$ cat config.mk
export PLATFORM = sky130hd
export DESIGN_NAME = axi_lite_reg_ctrl_flat
export DESIGN_NICKNAME = d
export VERILOG_FILES = /design/src/rtl/axi_lite_reg_ctrl_if.sv /design/src/rtl/axi_lite_reg_ctrl.sv /design/src/flat_wrapper.sv
export SDC_FILE = /design/constraint.sdc
export NUM_CORES = 1
export LEC_CHECK = 0
export BUFFER_PORTS_ARGS = -buffer_cell sky130_fd_sc_hd__buf_4
export CORE_MARGIN = 4
export CORE_UTILIZATION = 30
export CTS_CLUSTER_DIAMETER = 80
export DETAILED_ROUTE_END_ITERATION = 12
export SLEW_MARGIN = 20
export SYNTH_ARGS = -nofsm -noshare
export SYNTH_HDL_FRONTEND = slang
export SYNTH_SLANG_ARGS = --single-unit
$ cat constraint.sdc
create_clock -name S_AXI_ACLK -period 6 [get_ports S_AXI_ACLK]
set_clock_uncertainty 0.2 [all_clocks]
set_input_delay 1.2 -clock S_AXI_ACLK [delete_from_list [all_inputs] [get_ports S_AXI_ACLK]]
set_output_delay 1.2 -clock S_AXI_ACLK [all_outputs]
set_load 0.02 [all_outputs]
$ cat src/rtl/axi_lite_reg_ctrl_if.sv
// AXI4-Lite slave bus bundle for the register controller.
// Master drives requests; slave returns ready/response signals.
interface axi_lite_reg_ctrl_if #(
    parameter int DATA_W = 32,
    parameter int ADDR_W = 12
);
    logic [ADDR_W-1:0]   S_AXI_AWADDR;
    logic                S_AXI_AWVALID;
    logic                S_AXI_AWREADY;
    logic [DATA_W-1:0]   S_AXI_WDATA;
    logic [DATA_W/8-1:0] S_AXI_WSTRB;
    logic                S_AXI_WVALID;
    logic                S_AXI_WREADY;
    logic [1:0]          S_AXI_BRESP;
    logic                S_AXI_BVALID;
    logic                S_AXI_BREADY;
    logic [ADDR_W-1:0]   S_AXI_ARADDR;
    logic                S_AXI_ARVALID;
    logic                S_AXI_ARREADY;
    logic [DATA_W-1:0]   S_AXI_RDATA;
    logic [1:0]          S_AXI_RRESP;
    logic                S_AXI_RVALID;
    logic                S_AXI_RREADY;

    modport master (
        output S_AXI_AWADDR, S_AXI_AWVALID,
        output S_AXI_WDATA, S_AXI_WSTRB, S_AXI_WVALID,
        output S_AXI_BREADY,
        output S_AXI_ARADDR, S_AXI_ARVALID,
        output S_AXI_RREADY,
        input  S_AXI_AWREADY, S_AXI_WREADY,
        input  S_AXI_BRESP, S_AXI_BVALID,
        input  S_AXI_ARREADY,
        input  S_AXI_RDATA, S_AXI_RRESP, S_AXI_RVALID
    );

    modport slave (
        input  S_AXI_AWADDR, S_AXI_AWVALID,
        input  S_AXI_WDATA, S_AXI_WSTRB, S_AXI_WVALID,
        input  S_AXI_BREADY,
        input  S_AXI_ARADDR, S_AXI_ARVALID,
        input  S_AXI_RREADY,
        output S_AXI_AWREADY, S_AXI_WREADY,
        output S_AXI_BRESP, S_AXI_BVALID,
        output S_AXI_ARREADY,
        output S_AXI_RDATA, S_AXI_RRESP, S_AXI_RVALID
    );
endinterface

$ cat src/rtl/axi_lite_reg_ctrl.sv
// AXI4-Lite slave front-end: one transaction at a time, fair
// write/read arbitration, 256-byte window decode to NUM_BLK blocks.
module axi_lite_reg_ctrl #(
    parameter int C_S_AXI_DATA_WIDTH = 32,
    parameter int C_S_AXI_ADDR_WIDTH = 12,
    parameter int NUM_BLK            = 4,
    parameter int RD_LAT             = 1
) (
    input  logic                              S_AXI_ACLK,
    input  logic                              S_AXI_ARESET,
    axi_lite_reg_ctrl_if.slave                s_axi,
    output logic [C_S_AXI_ADDR_WIDTH-1:0]     blk_awaddr,
    output logic [C_S_AXI_DATA_WIDTH-1:0]     blk_wdata,
    output logic [C_S_AXI_DATA_WIDTH/8-1:0]   blk_wstrb,
    output logic [C_S_AXI_ADDR_WIDTH-1:0]     blk_araddr,
    output logic [NUM_BLK-1:0]                blk_wren,
    output logic [NUM_BLK-1:0]                blk_rden,
    input  logic [NUM_BLK*C_S_AXI_DATA_WIDTH-1:0] blk_rdata
);
    localparam int DW = C_S_AXI_DATA_WIDTH;
    localparam int AW = C_S_AXI_ADDR_WIDTH;
    localparam int SW = DW / 8;

    typedef enum logic [2:0] {
        IDLE, WR_STB, WR_RESP, RD_STB, RD_WAIT, RD_RESP
    } state_t;

    state_t        state_q, state_d;
    logic          last_wr_q, last_wr_d;
    logic [AW-1:0] awaddr_q, awaddr_d;
    logic [AW-1:0] araddr_q, araddr_d;
    logic [DW-1:0] wdata_q, wdata_d;
    logic [SW-1:0] wstrb_q, wstrb_d;
    logic [DW-1:0] rdata_q, rdata_d;
    logic [1:0]    rresp_q, rresp_d;
    logic [3:0]    cnt_q, cnt_d;

    logic [3:0]    aw_sel, ar_sel;
    logic          aw_map, ar_map;
    logic          wr_req, rd_req;
    logic          gnt_wr, gnt_rd;
    logic [DW-1:0] rd_mux;

    assign aw_sel = awaddr_q[11:8];
    assign ar_sel = araddr_q[11:8];
    assign aw_map = ({1'b0, aw_sel} < 5'(NUM_BLK));
    assign ar_map = ({1'b0, ar_sel} < 5'(NUM_BLK));

    assign wr_req = s_axi.S_AXI_AWVALID & s_axi.S_AXI_WVALID;
    assign rd_req = s_axi.S_AXI_ARVALID;

    // Ties go to the opposite of the last grant; reset forces READY low.
    assign gnt_wr = (state_q == IDLE) & ~S_AXI_ARESET & wr_req
                  & (~rd_req | ~last_wr_q);
    assign gnt_rd = (state_q == IDLE) & ~S_AXI_ARESET & rd_req
                  & ~gnt_wr;

    always_comb begin
        rd_mux = '0;
        for (int i = 0; i < NUM_BLK; i++) begin
            if (ar_sel == 4'(i)) rd_mux = blk_rdata[i*DW +: DW];
        end
    end

    always_comb begin
        state_d   = state_q;
        last_wr_d = last_wr_q;
        awaddr_d  = awaddr_q;
        araddr_d  = araddr_q;
        wdata_d   = wdata_q;
        wstrb_d   = wstrb_q;
        rdata_d   = rdata_q;
        rresp_d   = rresp_q;
        cnt_d     = cnt_q;
        unique case (state_q)
            IDLE: begin
                if (gnt_wr) begin
                    awaddr_d  = s_axi.S_AXI_AWADDR;
                    wdata_d   = s_axi.S_AXI_WDATA;
                    wstrb_d   = s_axi.S_AXI_WSTRB;
                    last_wr_d = 1'b1;
                    state_d   = WR_STB;
                end else if (gnt_rd) begin
                    araddr_d  = s_axi.S_AXI_ARADDR;
                    last_wr_d = 1'b0;
                    state_d   = RD_STB;
                end
            end
            WR_STB: state_d = WR_RESP;
            WR_RESP: begin
                if (s_axi.S_AXI_BREADY) state_d = IDLE;
            end
            RD_STB: begin
                cnt_d   = 4'(RD_LAT - 1);
                state_d = RD_WAIT;
            end
            RD_WAIT: begin
                if (cnt_q == 4'd0) begin
                    rdata_d = ar_map ? rd_mux : '0;
                    rresp_d = ar_map ? 2'b00 : 2'b11;
                    state_d = RD_RESP;
                end else begin
                    cnt_d = cnt_q - 4'd1;
                end
            end
            RD_RESP: begin
                if (s_axi.S_AXI_RREADY) state_d = IDLE;
            end
            default: state_d = IDLE;
        endcase
    end

    always_ff @(posedge S_AXI_ACLK or posedge S_AXI_ARESET) begin
        if (S_AXI_ARESET) begin
            state_q   <= IDLE;
            last_wr_q <= 1'b0;
            awaddr_q  <= '0;
            araddr_q  <= '0;
            wdata_q   <= '0;
            wstrb_q   <= '0;
            rdata_q   <= '0;
            rresp_q   <= 2'b00;
            cnt_q     <= 4'd0;
        end else begin
            state_q   <= state_d;
            last_wr_q <= last_wr_d;
            awaddr_q  <= awaddr_d;
            araddr_q  <= araddr_d;
            wdata_q   <= wdata_d;
            wstrb_q   <= wstrb_d;
            rdata_q   <= rdata_d;
            rresp_q   <= rresp_d;
            cnt_q     <= cnt_d;
        end
    end

    always_comb begin
        blk_wren = '0;
        blk_rden = '0;
        for (int i = 0; i < NUM_BLK; i++) begin
            blk_wren[i] = (state_q == WR_STB) && (aw_sel == 4'(i));
            blk_rden[i] = (state_q == RD_STB) && (ar_sel == 4'(i));
        end
    end

    assign blk_awaddr = awaddr_q;
    assign blk_wdata  = wdata_q;
    assign blk_wstrb  = wstrb_q;
    assign blk_araddr = araddr_q;

    assign s_axi.S_AXI_AWREADY = gnt_wr;
    assign s_axi.S_AXI_WREADY  = gnt_wr;
    assign s_axi.S_AXI_ARREADY = gnt_rd;
    assign s_axi.S_AXI_BVALID  = (state_q == WR_RESP);
    assign s_axi.S_AXI_BRESP   = ((state_q == WR_RESP) && !aw_map)
                               ? 2'b11 : 2'b00;
    assign s_axi.S_AXI_RVALID  = (state_q == RD_RESP);
    assign s_axi.S_AXI_RDATA   = rdata_q;
    assign s_axi.S_AXI_RRESP   = (state_q == RD_RESP) ? rresp_q : 2'b00;
endmodule

$ cat src/flat_wrapper.sv
// flat-port wrapper written by rule: the top's interface ports become plain ports
module axi_lite_reg_ctrl_flat 
#(
    parameter int C_S_AXI_DATA_WIDTH = 32,
    parameter int C_S_AXI_ADDR_WIDTH = 12,
    parameter int NUM_BLK            = 4,
    parameter int RD_LAT             = 1
)
  (S_AXI_ACLK, S_AXI_ARESET, blk_awaddr, blk_wdata, blk_wstrb, blk_araddr, blk_wren, blk_rden, blk_rdata, s_axi_S_AXI_AWADDR, s_axi_S_AXI_AWVALID, s_axi_S_AXI_WDATA, s_axi_S_AXI_WSTRB, s_axi_S_AXI_WVALID, s_axi_S_AXI_BREADY, s_axi_S_AXI_ARADDR, s_axi_S_AXI_ARVALID, s_axi_S_AXI_RREADY, s_axi_S_AXI_AWREADY, s_axi_S_AXI_WREADY, s_axi_S_AXI_BRESP, s_axi_S_AXI_BVALID, s_axi_S_AXI_ARREADY, s_axi_S_AXI_RDATA, s_axi_S_AXI_RRESP, s_axi_S_AXI_RVALID);
  axi_lite_reg_ctrl_if s_axi_i ();
  input  logic S_AXI_ACLK;
  input  logic S_AXI_ARESET;
  output logic [C_S_AXI_ADDR_WIDTH-1:0] blk_awaddr;
  output logic [C_S_AXI_DATA_WIDTH-1:0] blk_wdata;
  output logic [C_S_AXI_DATA_WIDTH/8-1:0] blk_wstrb;
  output logic [C_S_AXI_ADDR_WIDTH-1:0] blk_araddr;
  output logic [NUM_BLK-1:0] blk_wren;
  output logic [NUM_BLK-1:0] blk_rden;
  input  logic [NUM_BLK*C_S_AXI_DATA_WIDTH-1:0] blk_rdata;
  input wire logic [$bits(s_axi_i.S_AXI_AWADDR)-1:0] s_axi_S_AXI_AWADDR;
  input wire logic [$bits(s_axi_i.S_AXI_AWVALID)-1:0] s_axi_S_AXI_AWVALID;
  input wire logic [$bits(s_axi_i.S_AXI_WDATA)-1:0] s_axi_S_AXI_WDATA;
  input wire logic [$bits(s_axi_i.S_AXI_WSTRB)-1:0] s_axi_S_AXI_WSTRB;
  input wire logic [$bits(s_axi_i.S_AXI_WVALID)-1:0] s_axi_S_AXI_WVALID;
  input wire logic [$bits(s_axi_i.S_AXI_BREADY)-1:0] s_axi_S_AXI_BREADY;
  input wire logic [$bits(s_axi_i.S_AXI_ARADDR)-1:0] s_axi_S_AXI_ARADDR;
  input wire logic [$bits(s_axi_i.S_AXI_ARVALID)-1:0] s_axi_S_AXI_ARVALID;
  input wire logic [$bits(s_axi_i.S_AXI_RREADY)-1:0] s_axi_S_AXI_RREADY;
  output wire logic [$bits(s_axi_i.S_AXI_AWREADY)-1:0] s_axi_S_AXI_AWREADY;
  output wire logic [$bits(s_axi_i.S_AXI_WREADY)-1:0] s_axi_S_AXI_WREADY;
  output wire logic [$bits(s_axi_i.S_AXI_BRESP)-1:0] s_axi_S_AXI_BRESP;
  output wire logic [$bits(s_axi_i.S_AXI_BVALID)-1:0] s_axi_S_AXI_BVALID;
  output wire logic [$bits(s_axi_i.S_AXI_ARREADY)-1:0] s_axi_S_AXI_ARREADY;
  output wire logic [$bits(s_axi_i.S_AXI_RDATA)-1:0] s_axi_S_AXI_RDATA;
  output wire logic [$bits(s_axi_i.S_AXI_RRESP)-1:0] s_axi_S_AXI_RRESP;
  output wire logic [$bits(s_axi_i.S_AXI_RVALID)-1:0] s_axi_S_AXI_RVALID;
  assign s_axi_i.S_AXI_AWADDR = s_axi_S_AXI_AWADDR;
  assign s_axi_i.S_AXI_AWVALID = s_axi_S_AXI_AWVALID;
  assign s_axi_i.S_AXI_WDATA = s_axi_S_AXI_WDATA;
  assign s_axi_i.S_AXI_WSTRB = s_axi_S_AXI_WSTRB;
  assign s_axi_i.S_AXI_WVALID = s_axi_S_AXI_WVALID;
  assign s_axi_i.S_AXI_BREADY = s_axi_S_AXI_BREADY;
  assign s_axi_i.S_AXI_ARADDR = s_axi_S_AXI_ARADDR;
  assign s_axi_i.S_AXI_ARVALID = s_axi_S_AXI_ARVALID;
  assign s_axi_i.S_AXI_RREADY = s_axi_S_AXI_RREADY;
  assign s_axi_S_AXI_AWREADY = s_axi_i.S_AXI_AWREADY;
  assign s_axi_S_AXI_WREADY = s_axi_i.S_AXI_WREADY;
  assign s_axi_S_AXI_BRESP = s_axi_i.S_AXI_BRESP;
  assign s_axi_S_AXI_BVALID = s_axi_i.S_AXI_BVALID;
  assign s_axi_S_AXI_ARREADY = s_axi_i.S_AXI_ARREADY;
  assign s_axi_S_AXI_RDATA = s_axi_i.S_AXI_RDATA;
  assign s_axi_S_AXI_RRESP = s_axi_i.S_AXI_RRESP;
  assign s_axi_S_AXI_RVALID = s_axi_i.S_AXI_RVALID;
  axi_lite_reg_ctrl #(.C_S_AXI_DATA_WIDTH(C_S_AXI_DATA_WIDTH), .C_S_AXI_ADDR_WIDTH(C_S_AXI_ADDR_WIDTH), .NUM_BLK(NUM_BLK), .RD_LAT(RD_LAT)) u_core (.S_AXI_ACLK(S_AXI_ACLK), .S_AXI_ARESET(S_AXI_ARESET), .s_axi(s_axi_i), .blk_awaddr(blk_awaddr), .blk_wdata(blk_wdata), .blk_wstrb(blk_wstrb), .blk_araddr(blk_araddr), .blk_wren(blk_wren), .blk_rden(blk_rden), .blk_rdata(blk_rdata));
endmodule
==> flow_summary.yaml, run 1 <==
run_status:
  status: "finished clean"
placement:
  gp_congestion: 0.799
  place_inst: 812
  dp_hpwl_um: 11900
  port_buffers: 303
  dpl_cell_area_um2: 7210
setup_path:
  startpoint_type: "input pin"
  path_cells: "buf_4 > nor4_4 > nand3_1 > inv_1 > buf_4"
  cp-end-kind: "output port"
  crit_required_ps: 4600
  critPathKind: "in -> out"
  worstSetupPathDepth: 5
  path_max_fanout: 13
  arrival_ps: 2390
  reg2reg_depth: 6
  critPathMostFrequentCell: "buf_4"
  crit_slowest_cell: "nand3_1"
  cp_slowest_stage_delay_ps: 520
  worstPathBufferInverterCount: 3
  cp_top_family: "simple AND/OR/NAND/NOR gates"
min_path:
  holdPathStages: 1
  hold_class: "reg -> reg"
power_and_ir_drop:
  report.power.total_mw: 3.46
  p_leak_nw: 3.65
  ir_drop_uv: 214
  cellPowerDensity_nw_per_um2: 462
clocking:
  path_clk_slew_ps: 70
  cts.root.buffer_cell: "clkbuf_16"
  clkLatencyLatePin_ps: 340
  ctsResizeCount: 0
  cts_tree: "built"
  clock-sinks: 101
  ctsLongestPathBuffers: 2
  numCtsBuffers: 9
  cts_hold_buf: 0
  postCtsSetupBuffers: 0
  htree_num_levels: 3
global_routing:
  track_usage_pct: 16.0
  grt_pass1_wl_um: 22400
  grt.met3_usage_pct: 4.91
  gr-max-usage-layer: "met2"
  gr-total-overflow: 0
  antenna_found_initial: 0
  grt_pass1_vias: 4364
  grt_max_degree: 61
  grt_use_met2_pct: 30.1
  grt_use_met1_pct: 17.2
route:
  viasPerCell: 4.68
  drt_iter0_markers: 96
  wl_per_cell_um: 17.6
  drc: 0
  dr.pass1.iters: 4
  final_antenna_net_count: 0
  wl_um: 14600
  via_count: 3874
synth:
  synth_edf_count: 0
  yosysMostFrequentCell: "dfrtp_1"
  syn_avg_cell_area_um2: 15.0
  synth_cell_types: 37
  synth_flop_cell: "dfrtp_1"
  synth-seq-cells: 101
  synth_top_cell_by_area: "dfrtp_1"
  syn_inst: 318
  ys_top_cells_by_area: "dfrtp_1 53%, mux4_2 15%, mux2_2 11%, a22o_1 5.9%, mux2_1 3.6%"
  synth_seq_area_share_pct: 53.1
  yosysWarnings: 0
  synth_top_area_share_pct: 53.1
  netlist_area_um2: 4760
  synth_nets: 514
  synth-async-reset-ratio_pct: 100
  synth_common_cells: "101 x dfrtp_1, 45 x mux2_2, 32 x a22o_1, 32 x mux4_2, 15 x mux2_1"
layout:
  drive_gt1_share_pct: 66.1
  diodes: 0
  final_cell_area_um2: 7490
  layout.nets: 808
  area_delta_synth_final_pct: 57.5
  stdcell_count: 828
die:
  fp.dieH_um: 134
  initial_core_util_pct: 30.9
  coreArea_um2: 15400
  die_area_um2: 17900
  io_pins: 304
  rows: 45
  die_w_um: 134
sta:
  worst_slew_pin_slew_ps: 737
  hold_violations: 0
  tns_ps: 0
  finalCritPeriodShare_pct: 63.2
  fmax_ghz: 0.264
  setup_viol: 0
  rsz0062_at_grt: "false"
  fin_crit_ps: 3790
  slew_headroom_pct: 50.9
  fin_hold_ws_ps: 297
  slew_viol_final: 0
run:
  max_cap_violations: 0
==> layout make-up <==
| cell class | instances | area [µm²] |
|---|---|---|
| clock inverter | 7 | 56.3 |
| tap | 211 | 264 |
| timing repair buffer | 309 | 2320 |
| multi-input combinational | 181 | 2050 |
| sequential | 101 | 2530 |
| fill | 1380 | 7880 |
| clock buffer | 9 | 225 |
| inverter | 10 | 40.0 |
==> metal layers <==
metal	share of wire, %	vias up
met3	8.8	14
met4	1.4	0
met1	35	1869
li1	-	1801
met2	55	190
met5	0	-
==> cell usage in the layout (no fill, tap or decap), types with 3 or more instances in the layout <==
cell	n
buf_4	309
dfrtp_1	100
mux2_2	45
mux4_2	32
a22o_1	32
mux2_1	15
inv_1	9
clkbuf_16	9
nand2_1	7
nor2_1	5
nor3_1	5
nor4_1	4
nor3b_1	3
nand3_1	3
nand3b_1	3
a21oi_1	3
mux2i_1	3
clkinvlp_4	3
==> kinds of logic (layout without fill, tap and decap cells) <==
family | after synthesis | after routing | share of synthesized area [%]
muxes | 95 | 95 | 30.0
buffers and inverters | 36 | 335 | 3.66
adders and majority gates | 1 | 1 | 0.263
AOI/OAI and AO/OA | 43 | 43 | 7.31
DFF | 101 | 101 | 53.1
and+or+nand+nor | 42 | 42 | 5.63
==> path summary, 6_finish.rpt <==
kind | startpoint | to | slack, ps
max | S_AXI_ARESET | s_axi_S_AXI_ARREADY | 2210
min | u_core.blk_wdata[23]$_DFFE_PP0P_ | u_core.blk_wdata[23]$_DFFE_PP0P_ | 300
max reg2reg | u_core.cnt_q[0]$_DFFE_PP0P_ | u_core.s_axi.S_AXI_RDATA[3]$_DFFE_PP0P_ | 3620
min reg2reg | u_core.blk_wdata[23]$_DFFE_PP0P_ | u_core.blk_wdata[23]$_DFFE_PP0P_ | 300
max in group asynchronous | S_AXI_ARESET | u_core.blk_araddr[8]$_DFFE_PP0P_ | 3740
min in group asynchronous | S_AXI_ARESET | u_core.blk_awaddr[4]$_DFFE_PP0P_ | 810
==> registers in the layout, summed over array words and instances, names as in the netlist <==
| name | flops |
|---|---|
| u_core.blk_araddr | 12 |
| u_core.blk_awaddr | 12 |
| u_core.blk_wdata | 32 |
| u_core.blk_wstrb | 4 |
| u_core.cnt_q | 4 |
| u_core.last_wr_q | 1 |
| u_core.rresp_q | 1 |
| u_core.s_axi.S_AXI_RDATA | 32 |
| u_core.state_q | 3 |
==> per-stage QoR <==
| step | util, % | setup WS (ps) |
|---|---|---|
| finish | 48.7 | 2210 |
| global route | 48.7 | 2080 |
| CTS | 48.7 | 2200 |
| detailed placement | 46.9 | 2200 |
| global placement | 46.9 | 2230 |
| floorplan | - | 1950 |
==> power breakdown <==
part | switching (mW) | leakage (nW) | total [mW] | internal, mW
registers | 0.191 | 1.27 | 1.16 | 0.970
clock network | 0.267 | 0.130 | 0.554 | 0.287
logic | 0.854 | 2.25 | 1.75 | 0.894
==> worst register-to-register path: stages, from the launching register on <==
cell	delay (ps)
dfrtp_1	410
inv_1	70
ha_1	160
nor3b_1	490
nand3_1	340
buf_4	330
a22o_1	270
Power figures use the tool's default switching activity.
==> run 2, diff against run 1 <==
clock period = 3.8 ns   (was 6 ns; I/O delays follow)
==> flow_summary.yaml, run 2 (synthesis results as in run 1) <==
sta:
  worst_slew_pin_slew_ps: 862
  finalCritPeriodShare_pct: 75.9
  hold_violations: 0
  rsz0062_at_grt: "false"
  fin_crit_ps: 2890
  slew_headroom_pct: 42.5
  slew_viol_final: 0
  setup_viol: 0
  tns_ps: 0
  fmax_ghz: 0.347
clocking:
  path_clk_slew_ps: 70
  ctsLongestPathBuffers: 2
  cts_tree: "built"
  cts.root.buffer_cell: "clkbuf_16"
  numCtsBuffers: 9
  postCtsSetupBuffers: 0
  clkLatencyLatePin_ps: 340
  cts_hold_buf: 0
  clock-sinks: 101
  htree_num_levels: 3
  ctsResizeCount: 0
layout:
  final_common_cell: "buf_4"
  nFillCells: 1387
  final_core_util_pct: 49.0
  diodes: 0
  stdcell_count: 830
  seqCellArea_um2: 2530
  final_cell_mix: "311 x buf_4, 100 x dfrtp_1, 45 x mux2_2"
  layout.nets: 810
  multiInputGateArea_um2: 2050
  final_cell_area_um2: 7530
  drive_gt1_share_pct: 66.2
  area_delta_synth_final_pct: 58.4
placement:
  dp_hpwl_um: 11800
  gp_congestion: 0.788
  dpl_cell_area_um2: 7220
  place_inst: 814
  port_buffers: 303
route:
  wl_met1_um: 5130
  drt_iter0_markers: 119
  wl_met3_um: 1360
  viasPerCell: 4.75
  topRoutingLayerUsed: "met4"
  final_antenna_net_count: 0
  wl_per_cell_um: 17.8
  dr.pass1.iters: 4
  drc: 0
  wl_met2_um: 7960
  via_count: 3942
  wl_um: 14800
setup_path:
  cp_top_family: "simple AND/OR/NAND/NOR gates"
  path_max_fanout: 11
  startpoint_type: "flip-flop"
  crit_required_ps: 2840
  cp-end-kind: "output port"
  worstPathBufferInverterCount: 1
  cp_slowest_stage_delay_ps: 520
  critPathKind: "reg -> out"
  arrival_ps: 1930
  path_cells: "nand2b_1 > or4_1 > nor3_1 > buf_4"
  crit_slowest_cell: "dfrtp_1"
global_routing:
  gr-total-overflow: 0
  track_usage_pct: 16.2
  antenna_found_initial: 0
  grt_max_degree: 71
  grt_pass1_vias: 4316
  grt_pass1_wl_um: 22700
power_and_ir_drop:
  report.power.total_mw: 5.55
  cellPowerDensity_nw_per_um2: 737
  p_leak_nw: 3.67
  ir_drop_uv: 245
run_status:
  status: "finished clean"
run:
  max_cap_violations: 0
die:
  io_pins: 304
  initial_core_util_pct: 30.9
  die_w_um: 134
  die_area_um2: 17900
  rows: 45
  coreArea_um2: 15400
  fp.dieH_um: 134
min_path:
  hold_class: "reg -> reg"
[run 2: cell count changes in the layout (fill, tap and decap cells not counted), sizes merged]
cell / before / now
bufinv: 0 / 1
clkinvlp: 3 / 4
clkbuf: 9 / 10
inv: 13 / 11
buf: 309 / 311
clkinv: 1 / 0
[run 2: worst paths after layout]
kind / start / cells after the start / slack [ps] / end
max: u_core.state_q[2]$_DFFE_PP0P_ / 4 / 910 / blk_wren[0]
max in group asynchronous: S_AXI_ARESET / 3 / 2160 / u_core.s_axi.S_AXI_RDATA[19]$_DFFE_PP0P_
max reg2reg: u_core.blk_araddr[8]$_DFFE_PP0P_ / 3 / 1590 / u_core.s_axi.S_AXI_RDATA[5]$_DFFE_PP0P_
min reg2reg: u_core.blk_wdata[16]$_DFFE_PP0P_ / 1 / 290 / u_core.blk_wdata[16]$_DFFE_PP0P_
min: u_core.blk_wdata[16]$_DFFE_PP0P_ / 1 / 290 / u_core.blk_wdata[16]$_DFFE_PP0P_
min in group asynchronous: S_AXI_ARESET / 2 / 440 / u_core.blk_wdata[8]$_DFFE_PP0P_
[run 2: where the power goes]
| part | switching (mW) | internal [mW] |
|---|---|---|
| Sequential | 0.336 | 1.53 |
| Clock | 0.410 | 0.533 |
| Combinational | 1.33 | 1.42 |
[run 2: per-stage QoR]
stage / setup slack [ps] / hold WS [ps]
after global placement: 1170 / 276
final: 915 / 294
after detailed placement: 1180 / 287
after floorplan: 193 / 262
after global routing: 829 / 319
after CTS: 919 / 303
[run 2: cell type report]
type,instances,share of cell area (%)
Sequential cell,101,33.6
Timing Repair Buffer,311,31.0
Multi-Input combinational cell,181,27.3
Tap cell,211,3.50
Clock buffer,10,3.17
Clock inverter,6,0.947
Inverter,10,0.532
[run 2: worst register-to-register path: stages, from the launching register on]
cell     delay, ps
dfrtp_2        600
buf_4          490
mux4_2         610
a22o_1         210
[run 2: layer usage]
layer	GRT usage, %	up-vias
met4	5.94	0
met2	29.9	189
met3	5.44	20
li1	-	1803
met1	17.2	1930
met5	0	-
